--- src/rtl/grid_scanner.sv ---
// grid_scanner
//   Generates 2-D board coordinates over a valid/ready handshake. It walks either
//   the whole cols x rows board in raster order (x fastest) or the 3x3
//   neighbourhood of (cx,cy), clipped to the board edges. The centre cell is
//   optionally left out of the neighbourhood walk.
//
// Ports
//   clk, rst_n        clock; synchronous active-low reset
//   start             begin a scan (taken only when idle)
//   mode              0 = full-board raster, 1 = neighbourhood of (cx,cy)
//   cols, rows        board size in cells
//   cx, cy            neighbourhood centre
//   abort             abandon the scan in progress (no done pulse)
//   coord_ready       consumer accepts the offered coordinate
//   x_out, y_out      offered coordinate
//   coord_valid       x_out/y_out are valid
//   coord_last        offered coordinate is the final one of the scan
//   busy              scan in progress
//   done              one-cycle pulse once the final coordinate is accepted
module grid_scanner #(
  parameter int CW          = 5,
  parameter bit SKIP_CENTRE = 1'b1
) (
  input  logic          clk,
  input  logic          rst_n,
  input  logic          start,
  input  logic          mode,
  input  logic [CW-1:0] cols,
  input  logic [CW-1:0] rows,
  input  logic [CW-1:0] cx,
  input  logic [CW-1:0] cy,
  input  logic          abort,
  input  logic          coord_ready,
  output logic [CW-1:0] x_out,
  output logic [CW-1:0] y_out,
  output logic          coord_valid,
  output logic          coord_last,
  output logic          busy,
  output logic          done
);

  localparam logic [CW-1:0] ZERO_X = {CW{1'b0}};
  localparam logic [CW-1:0] ONE_X  = {{(CW-1){1'b0}}, 1'b1};
  localparam logic [CW:0]   ONE_Y  = {{CW{1'b0}}, 1'b1};

  typedef enum logic [1:0] {
    S_IDLE = 2'd0,
    S_SCAN = 2'd1,
    S_DONE = 2'd2
  } state_t;

  // Next position after (x,y), returned as {y,x}. y carries an extra bit so that
  // stepping off the last row is visible as y > ymax. When skipping is enabled a
  // landing on the centre steps once more in the same call.
  function automatic logic [2*CW:0] f_step(
    input logic [CW-1:0] x,
    input logic [CW:0]   y,
    input logic [CW-1:0] xmin,
    input logic [CW-1:0] xmax,
    input logic [CW-1:0] c_x,
    input logic [CW-1:0] c_y,
    input logic          skip
  );
    logic [CW-1:0] nx;
    logic [CW:0]   ny;
    if (x == xmax) begin
      nx = xmin;
      ny = y + ONE_Y;
    end else begin
      nx = x + ONE_X;
      ny = y;
    end
    if (skip && (nx == c_x) && (ny == {1'b0, c_y})) begin
      if (nx == xmax) begin
        nx = xmin;
        ny = ny + ONE_Y;
      end else begin
        nx = nx + ONE_X;
      end
    end
    return {ny, nx};
  endfunction

  // True when the {y,x} position has left the scan area. Comparing the whole word
  // against {ymax, all-ones} is the same as comparing y against ymax.
  function automatic logic f_past_end(
    input logic [2*CW:0] pos,
    input logic [CW-1:0] ymax
  );
    return pos > {1'b0, ymax, {CW{1'b1}}};
  endfunction

  state_t        r_state, w_state_nxt;
  logic [CW-1:0] r_x, r_y, w_x_nxt, w_y_nxt;
  logic          r_last, w_last_nxt, r_busy, r_done, w_take;
  logic [CW-1:0] r_xmin, r_xmax, r_ymax, r_cx, r_cy;
  logic          r_skip;

  logic [CW:0]   w_cxp1, w_cyp1;
  logic [CW-1:0] w_xmin, w_xmax, w_ymin, w_ymax;
  logic          w_skip, w_empty, w_first_last, w_step_last;
  logic [2*CW:0] w_first, w_step;

  // Scan bounds, emptiness and first coordinate derived from the live inputs.
  always_comb begin
    w_cxp1 = {1'b0, cx} + ONE_Y;
    w_cyp1 = {1'b0, cy} + ONE_Y;
    w_skip = mode & SKIP_CENTRE;
    if (mode) begin
      w_xmin = (cx == ZERO_X) ? ZERO_X : cx - ONE_X;
      w_ymin = (cy == ZERO_X) ? ZERO_X : cy - ONE_X;
      w_xmax = (w_cxp1 < {1'b0, cols}) ? w_cxp1[CW-1:0] : cols - ONE_X;
      w_ymax = (w_cyp1 < {1'b0, rows}) ? w_cyp1[CW-1:0] : rows - ONE_X;
    end else begin
      w_xmin = ZERO_X;
      w_ymin = ZERO_X;
      w_xmax = cols - ONE_X;
      w_ymax = rows - ONE_X;
    end
    // A skipped-centre walk of a 1x1 board has nothing left to offer.
    w_empty = (cols == ZERO_X) || (rows == ZERO_X) ||
              (mode && ((cx >= cols) || (cy >= rows))) ||
              (w_skip && (cols == ONE_X) && (rows == ONE_X));
    if (w_skip && (w_xmin == cx) && (w_ymin == cy)) begin
      w_first = f_step(w_xmin, {1'b0, w_ymin}, w_xmin, w_xmax, cx, cy, w_skip);
    end else begin
      w_first = {1'b0, w_ymin, w_xmin};
    end
    w_first_last = f_past_end(f_step(w_first[CW-1:0], w_first[2*CW:CW],
                                     w_xmin, w_xmax, cx, cy, w_skip), w_ymax);
  end

  // Successor of the offered coordinate and whether that successor is final.
  always_comb begin
    w_step      = f_step(r_x, {1'b0, r_y}, r_xmin, r_xmax, r_cx, r_cy, r_skip);
    w_step_last = f_past_end(f_step(w_step[CW-1:0], w_step[2*CW:CW],
                                    r_xmin, r_xmax, r_cx, r_cy, r_skip), r_ymax);
  end

  // Next-state and next-coordinate logic.
  always_comb begin
    w_state_nxt = r_state;
    w_x_nxt     = r_x;
    w_y_nxt     = r_y;
    w_last_nxt  = r_last;
    w_take      = 1'b0;
    case (r_state)
      S_IDLE: begin
        if (abort) begin
          w_state_nxt = S_IDLE;
        end else if (start) begin
          w_take = 1'b1;
          if (w_empty) begin
            w_state_nxt = S_DONE;
          end else begin
            w_state_nxt = S_SCAN;
            w_x_nxt     = w_first[CW-1:0];
            w_y_nxt     = w_first[2*CW-1:CW];
            w_last_nxt  = w_first_last;
          end
        end else begin
          w_state_nxt = S_IDLE;
        end
      end
      S_SCAN: begin
        if (abort) begin
          w_state_nxt = S_IDLE;
        end else if (coord_ready) begin
          if (r_last) begin
            w_state_nxt = S_DONE;
          end else begin
            w_state_nxt = S_SCAN;
            w_x_nxt     = w_step[CW-1:0];
            w_y_nxt     = w_step[2*CW-1:CW];
            w_last_nxt  = w_step_last;
          end
        end else begin
          w_state_nxt = S_SCAN;
        end
      end
      S_DONE:  w_state_nxt = S_IDLE;
      default: w_state_nxt = S_IDLE;
    endcase
  end

  // State register.
  always_ff @(posedge clk) begin
    if (!rst_n) begin
      r_state <= S_IDLE;
    end else begin
      r_state <= w_state_nxt;
    end
  end

  // Registered outputs (zeroed outside a scan) and bounds latched at start.
  always_ff @(posedge clk) begin
    if (!rst_n) begin
      r_x    <= ZERO_X;
      r_y    <= ZERO_X;
      r_last <= 1'b0;
      r_busy <= 1'b0;
      r_done <= 1'b0;
      r_xmin <= ZERO_X;
      r_xmax <= ZERO_X;
      r_ymax <= ZERO_X;
      r_cx   <= ZERO_X;
      r_cy   <= ZERO_X;
      r_skip <= 1'b0;
    end else begin
      r_x    <= (w_state_nxt == S_SCAN) ? w_x_nxt : ZERO_X;
      r_y    <= (w_state_nxt == S_SCAN) ? w_y_nxt : ZERO_X;
      r_last <= (w_state_nxt == S_SCAN) ? w_last_nxt : 1'b0;
      r_busy <= (w_state_nxt == S_SCAN);
      r_done <= (w_state_nxt == S_DONE);
      if (w_take) begin
        r_xmin <= w_xmin;
        r_xmax <= w_xmax;
        r_ymax <= w_ymax;
        r_cx   <= cx;
        r_cy   <= cy;
        r_skip <= w_skip;
      end
    end
  end

  assign x_out       = r_x;
  assign y_out       = r_y;
  assign coord_valid = r_busy;
  assign coord_last  = r_last;
  assign busy        = r_busy;
  assign done        = r_done;

endmodule

--- config.mk ---
export PLATFORM = sky130hd
export DESIGN_NAME = grid_scanner
export DESIGN_NICKNAME = d
export VERILOG_FILES = /design/src/rtl/grid_scanner.sv
export SDC_FILE = /design/constraint.sdc
export NUM_CORES = 1
export LEC_CHECK = 0
export ABC_AREA = 1
export CAP_MARGIN = 30
export CORE_MARGIN = 4
export CORE_UTILIZATION = 40
export CTS_BUF_LIST = sky130_fd_sc_hd__clkbuf_4 sky130_fd_sc_hd__clkbuf_8
export DETAILED_ROUTE_END_ITERATION = 16
export GPL_TIMING_DRIVEN = 0
export PLACE_DENSITY = 0.58
export SLEW_MARGIN = 30
export SYNTH_ARGS = -nofsm -noshare
export SYNTH_HDL_FRONTEND = slang
export SYNTH_SLANG_ARGS = --single-unit
--- constraint.sdc ---
create_clock -name clk -period 9.9 [get_ports clk]
set_input_delay 1.98 -clock clk [delete_from_list [all_inputs] [get_ports clk]]
set_output_delay 1.98 -clock clk [all_outputs]
set_load 0.02 [all_outputs]
Yosys cells after proc, flatten, opt, wreduce, memory -nomap -nowiden
Index checks and enable logic that the tools add are counted.
{ "op_classes": {"n_reduce_logical": 26, "shift": 0, "muxes": 66, "add_sub_neg": 22, "eq_ne": 29, "n_mul": 0, "n_bitwise": 0, "div": 0, "order_cmp": 6} }
{ "ops": {"columns": ["operator", "count"], "rows": [
  ["$mux 5", 33],
  ["$mux 6", 13],
  ["$eq 5x5->1", 14],
  ["$add 5x1->5 const B", 8],
  ["$add 6x1->6 const B", 6],
  ["$add 5x1->6 const B", 4],
  ["$eq 6x5->1", 4],
  ["$gt 11x10->1", 2],
  ["$logic_not 5->1", 4],
  ["$pmux 5 s2", 2],
  ["$sub 5x1->5 const B", 4],
  ["$logic_and 1x1->1", 13],
  ["$lt 6x5->1", 2],
  ["$mux 2", 6],
  ["$ne 2x2->1 const B", 6],
  ["$mux 11", 1],
  ["$eq 5x1->1 const B", 2],
  ["$ge 5x5->1", 2],
  ["$mux 1", 9],
  ["$reduce_and 7->1", 1],
  ["$reduce_and 6->1", 1],
  ["$eq 2x1->1 const B", 2],
  ["$logic_or 1x1->1", 4],
  ["$pmux 2 s2", 1],
  ["5 further kinds", 5]
]} }
{ "word_totals": {"reg_bits": 41, "latchBits": 0, "mem_bits_ro": 0, "output_inout_bits": 14, "ramBits": 0, "elab_cells": 161, "in_bits": 26, "n_memories": 0} }

Depth between registers and ports, before layout
{ "logic_depth": {"ltp_word": 23, "ltp_mapped": 57, "depth_no_buf": 56} }

Least setup slack after synthesis
Ideal clock, no wire load.
{ "synth_path": {"kind": "input -> register", "from": "input cx[0]", "to": "register r_last (netlist: coord_last)", "setup_ns": 0.117, "arrival_time_ns": 7.426, "stages": 51, "required_time_ns": 9.783, "setup_slack_ns": 2.357, "path_buffers": 2, "path_cell_list": "buf_4 -> inv_2 -> ha_1 -> ha_1 -> nand2_1 -> nand2_1 -> nand2_1 -> nand2_1 -> nand2_1 -> nand2_4 -> nand2_2 -> nand2_2 -> nand2_1 -> nand2_2 -> nor2_1 -> nand2_2 -> buf_6 -> nand2_1 -> [15 not listed] -> nand2_1 -> inv_1 -> nand3_2 -> inv_2 -> nand2_2 -> nor3_2 -> xor2_1 -> inv_1 -> ha_1 -> nand2_1 -> inv_1 -> a221oi_1 -> o21bai_1 -> nand3_1 -> nor2_1 -> nand2_1 -> nand2_1 -> a21oi_2"} }
{ "synth_between": {"elab_chain_len": 23, "word_cells_on_any_way": 63, "cone_classes": "9 x add/sub; 3 x order compare; 11 x eq/ne; 27 x mux; 13 x reduce/logical"} }
{ "synth_lines": {"columns": ["item", "line", "text"], "rows": [
  ["start: declaration", "30", "input logic [CW-1:0] cx,"],
  ["parallel branches: the longest is 23 deep, another holds $add 5x1->6", null, null],
  ["end signal: assignment", "212", "r_last <= (w_state_nxt == S_SCAN) ? w_last_nxt : 1'b0;"],
  ["end: declaration", "95", "logic r_last, w_last_nxt, r_busy, r_done, w_take;"]
]} }
Several ways; the timed one is not identified. The select of a mux whose other input is x is not followed.
A chain may end at the register's enable or synchronous reset.

Worst setup path in the final report
Same ends and word-level chain as after synthesis.

==> flow_metrics.tcl <==
set metrics [dict create \
    initial_core_util_pct 40.6 \
    finalSetupTns_ps 0 \
    run_status "finished clean" \
    placement.io_buffers 38 \
    dr_wl_met3_um 791 \
    hold_crit_endpoint "r_cx[1]" \
    boundaryPins 40 \
    cts.clk_slew.worst_paths_ps 90 \
    grt_pass1_wl_um 35900 \
    drt-initial-drc-count 531 \
    placed_cells_incl_taps 1450 \
    finClkSkew_ps 9.01 \
    power.ir.vdd_worst_mv 0.0519 \
    critical-path-max-stage-delay_ps 510 \
    synth_largest_area_cell "sky130_fd_sc_hd__nand2_1" \
    clock_latency_on_the_worst_skew_pair_ps 310 \
    via_per_inst 5.11 \
    slew_limit_headroom_pct 41.6 \
    p_sw_uw 418 \
    power.share.sequential_pct 22.1 \
    critPathArrivalTime_ps 9210 \
    hold_path.class "reg2reg" \
    cp_max_delay_cell "sky130_fd_sc_hd__clkdlybuf4s50_1" \
    synth_top_area_share_pct 17.6 \
    swShare_pct 49.8 \
    reg2reg_to "coord_last" \
    avgSynthCellArea_sq_um 5.90 \
    crit_fanout 10 \
    nFillCells 1919 \
    cts-root-to-sink-buffers 2 \
    worstReg2RegStart "r_xmax[3]" \
    dpl_cell_area_sq_mm 0.00766 \
    worst-setup-path-type "in2reg" \
    drv_slew 0 \
    layout.cells.non_filler 1458 \
    timing.critical_path.mode_cell "sky130_fd_sc_hd__nand2_1" \
    globalRoute.totalOverflow 0 \
    netlist_top_cells_area "sky130_fd_sc_hd__nand2_1 18%, sky130_fd_sc_hd__dfxtp_1 12%, sky130_fd_sc_hd__ha_1 10%, sky130_fd_sc_hd__nand3_1 9.1%, sky130_fd_sc_hd__inv_1 9.0%" \
    hold_violations 0 \
    cts.sinks 41 \
    async_reset_ff_share_pct 0 \
    route.vias.total 7455 \
    met2RoutedLength_um 11100 \
    antenna_found_initial 0 \
    final-setup-viol-count 0 \
    crit_path_start_kind "input port" \
    post_place_setup_slack_ps 324 \
    detail_route.wirelength.met1_um 9800 \
    post_synth_design_cell_area_sq_mm 0.00700 \
    final_layout_size_suffix_gt1_share_pct 9.89 \
    cell_count_after_synthesis 1187 \
    num_antenna_cells 0 \
    cts_inserted_buffers 5 \
    final_net_count 1314 \
    setup_repair_after_global_routing_missed_its_margin "false" \
    r2r_slack_ps 3910 \
    wl_um 22500 \
    number_of_rows_created_at_floorplan 48 \
    routedWlPerCell_um 15.5 \
    gp_congestion 0.917 \
    number_of_warnings_printed_during_yosys_synthesis 0 \
    drt_first_pass_iters 5 \
    worst_r2r_path_depth 35 \
    cell_internal_pwr_uw 421 \
    ant_nets 0 \
    postLayoutSetupSlackWorst_ps 887 \
    die-area_sq_mm 0.0197 \
    proportion_of_power_drawn_by_the_clock_network_pct 16.5 \
    globalRouteTotalUtil_pct 22.4 \
    synth-seq-cells 41 \
    tritoncts "yes" \
    highest-signal-layer "met4" \
    worst_slew_pin_slew_ps 874 \
    core_region_area_sq_mm 0.0172 \
    vias_in_the_first_global_route 7008 \
    endpoint_kind "flip-flop" \
    min_period_over_period_pct 91.0 \
    die_height_um 140 \
    cp_data_required_time_ps 10090 \
    post-route-cell-area_sq_mm 0.00778 \
    max_freq_mhz 111 \
    post_synth_num_cell_types 54 \
    drc_errors 0 \
    grt_max_degree 15 \
    die_width_um 140 \
    combPwrFrac_pct 61.4 \
    hold_slack_ps 526 \
    power.density_mw_per_mm2 108 \
    clock_tree.root_cell "sky130_fd_sc_hd__clkbuf_8" \
    synth_seq_area_share_pct 11.7 \
    detailedPlacementHpwl_um 19000 \
    final.min_clock_period_ps 9010 \
    synth-edff-count 0 \
    syn-num-nets 1269 \
    holdPathStages 2 \
    ys_dominant_reg_cell "sky130_fd_sc_hd__dfxtp_1" \
    layout-area-overhead-vs-synth_pct 11.2 \
    pleak_nw 3.99 \
    max_cap_violation_count 0 \
    hold_path_startpoint "r_cx[1]" \
    cts-htree-levels 2 \
]
==> placed cells by master (no fill, tap or decap), drive strengths merged, types with 11 or more instances in the layout <==
master	Yosys	layout
xor2	58	58
buf	15	15
o21ai	71	71
nand4	18	18
nor2	90	90
inv	184	184
a21oi	66	66
nor3	13	13
nand3	144	144
clkbuf	11	16
nand2	357	357
clkdlybuf4s50	0	37
xnor2	11	11
ha	56	56
dfxtp	41	41
==> cell type report <==
cell class,instances,area (sq um),share of cell area (%)
Multi-Input combinational cell,930,5300,68.1
Timing Repair Buffer,38,383,4.92
Tap cell,225,282,3.62
Inverter,190,713,9.16
Buffer,26,170,2.19
Clock inverter,3,46.3,0.595
Clock buffer,5,68.8,0.884
Sequential cell,41,821,10.5
==> critical path: cells and delay by family <==
family | cells | cell delay, ps
adders and majority gates | 4 | 1240
and+or+nand+nor | 36 | 3760
xor gates and xnor gates | 2 | 230
AOI/OAI and AO/OA | 3 | 560
buffers and inverters | 9 | 1450
==> worst max path at each step <==
stage	from	to	cells past startpoint
final	cx[0]	coord_last	54
after global routing	cx[0]	coord_last	54
after CTS	cx[1]	coord_last	53
after detailed placement	cx[1]	coord_last	53
after global placement	cx[1]	coord_last	53
after floorplan	cx[0]	coord_last	51
==> per-layer routing <==
layer	track usage, %	vias up
li1	-	3907
met1	28.0	3334
met2	40.3	171
met3	0.819	43
met4	9.23	0
met5	0	-
==> synthesized netlist by cell type (3+ instances only) <==
master,count
sky130_fd_sc_hd__nand2_1,328
sky130_fd_sc_hd__inv_1,168
sky130_fd_sc_hd__nand3_1,127
sky130_fd_sc_hd__nor2_1,75
sky130_fd_sc_hd__a21oi_1,64
sky130_fd_sc_hd__o21ai_0,61
sky130_fd_sc_hd__ha_1,56
sky130_fd_sc_hd__xor2_1,56
sky130_fd_sc_hd__dfxtp_1,41
sky130_fd_sc_hd__nand2_2,24
sky130_fd_sc_hd__nand4_1,17
sky130_fd_sc_hd__inv_2,16
sky130_fd_sc_hd__nand3_2,16
sky130_fd_sc_hd__nor2_4,12
sky130_fd_sc_hd__clkbuf_1,11
sky130_fd_sc_hd__xnor2_1,11
sky130_fd_sc_hd__nor3_1,9
sky130_fd_sc_hd__buf_6,7
sky130_fd_sc_hd__clkinv_1,6
sky130_fd_sc_hd__nand2_4,5
sky130_fd_sc_hd__o21a_1,5
sky130_fd_sc_hd__buf_2,4
sky130_fd_sc_hd__buf_4,4
sky130_fd_sc_hd__nand3b_1,4
sky130_fd_sc_hd__o211ai_1,4
sky130_fd_sc_hd__o21ai_1,4
sky130_fd_sc_hd__o21ai_2,4
sky130_fd_sc_hd__o21bai_1,4
sky130_fd_sc_hd__or2_2,4
sky130_fd_sc_hd__and3_1,3
sky130_fd_sc_hd__nor2_2,3
sky130_fd_sc_hd__nor3_2,3
sky130_fd_sc_hd__nor4_1,3
==> sequential cells by signal, summed over array words and instances, names as in the netlist <==
signal,flops
r_cx,5
r_cy,5
r_xmax,5
r_xmin,5
r_ymax,5
x_out,5
y_out,5
r_state,2
busy,1
coord_last,1
done,1
r_skip,1
==> power by group through the flow <==
stage / Clock (mW) / Combinational, mW / Sequential, mW
global route: 0.145 / 0.585 / 0.186
finish: 0.139 / 0.515 / 0.185
detailed placement: 0 / 0.511 / 0.189
global placement: 0 / 0.507 / 0.189
CTS: 0.142 / 0.513 / 0.185
floorplan: 0 / 0.388 / 0.186
==> what timing repair did <==
item / in CTS / in global routing
hold buffers: 0 / 0
setup endpoints to repair: 0 / 1
gates resized for setup: 0 / 2
buffers inserted: 0 / 0
==> stage by stage <==
| stage | util, % | power (mW) |
|---|---|---|
| after floorplan | - | 0.573 |
| after global placement | 44.5 | 0.696 |
| after detailed placement | 44.5 | 0.700 |
| after CTS | 45.1 | 0.840 |
| after global routing | 45.2 | 0.916 |
| final | 45.2 | 0.839 |
==> kinds of logic (layout without fill, tap and decap cells) <==
group	Yosys count	after routing	synth area share, %
simple gates	638	638	42.9
buf+inv	216	262	12.6
compound gates	165	165	13.6
xor+xnor	69	69	8.85
fa+ha+maj	56	56	10.0
flops	41	41	11.7
mux	2	2	0.322
Note: power is estimated with default switching activity, not from simulation.
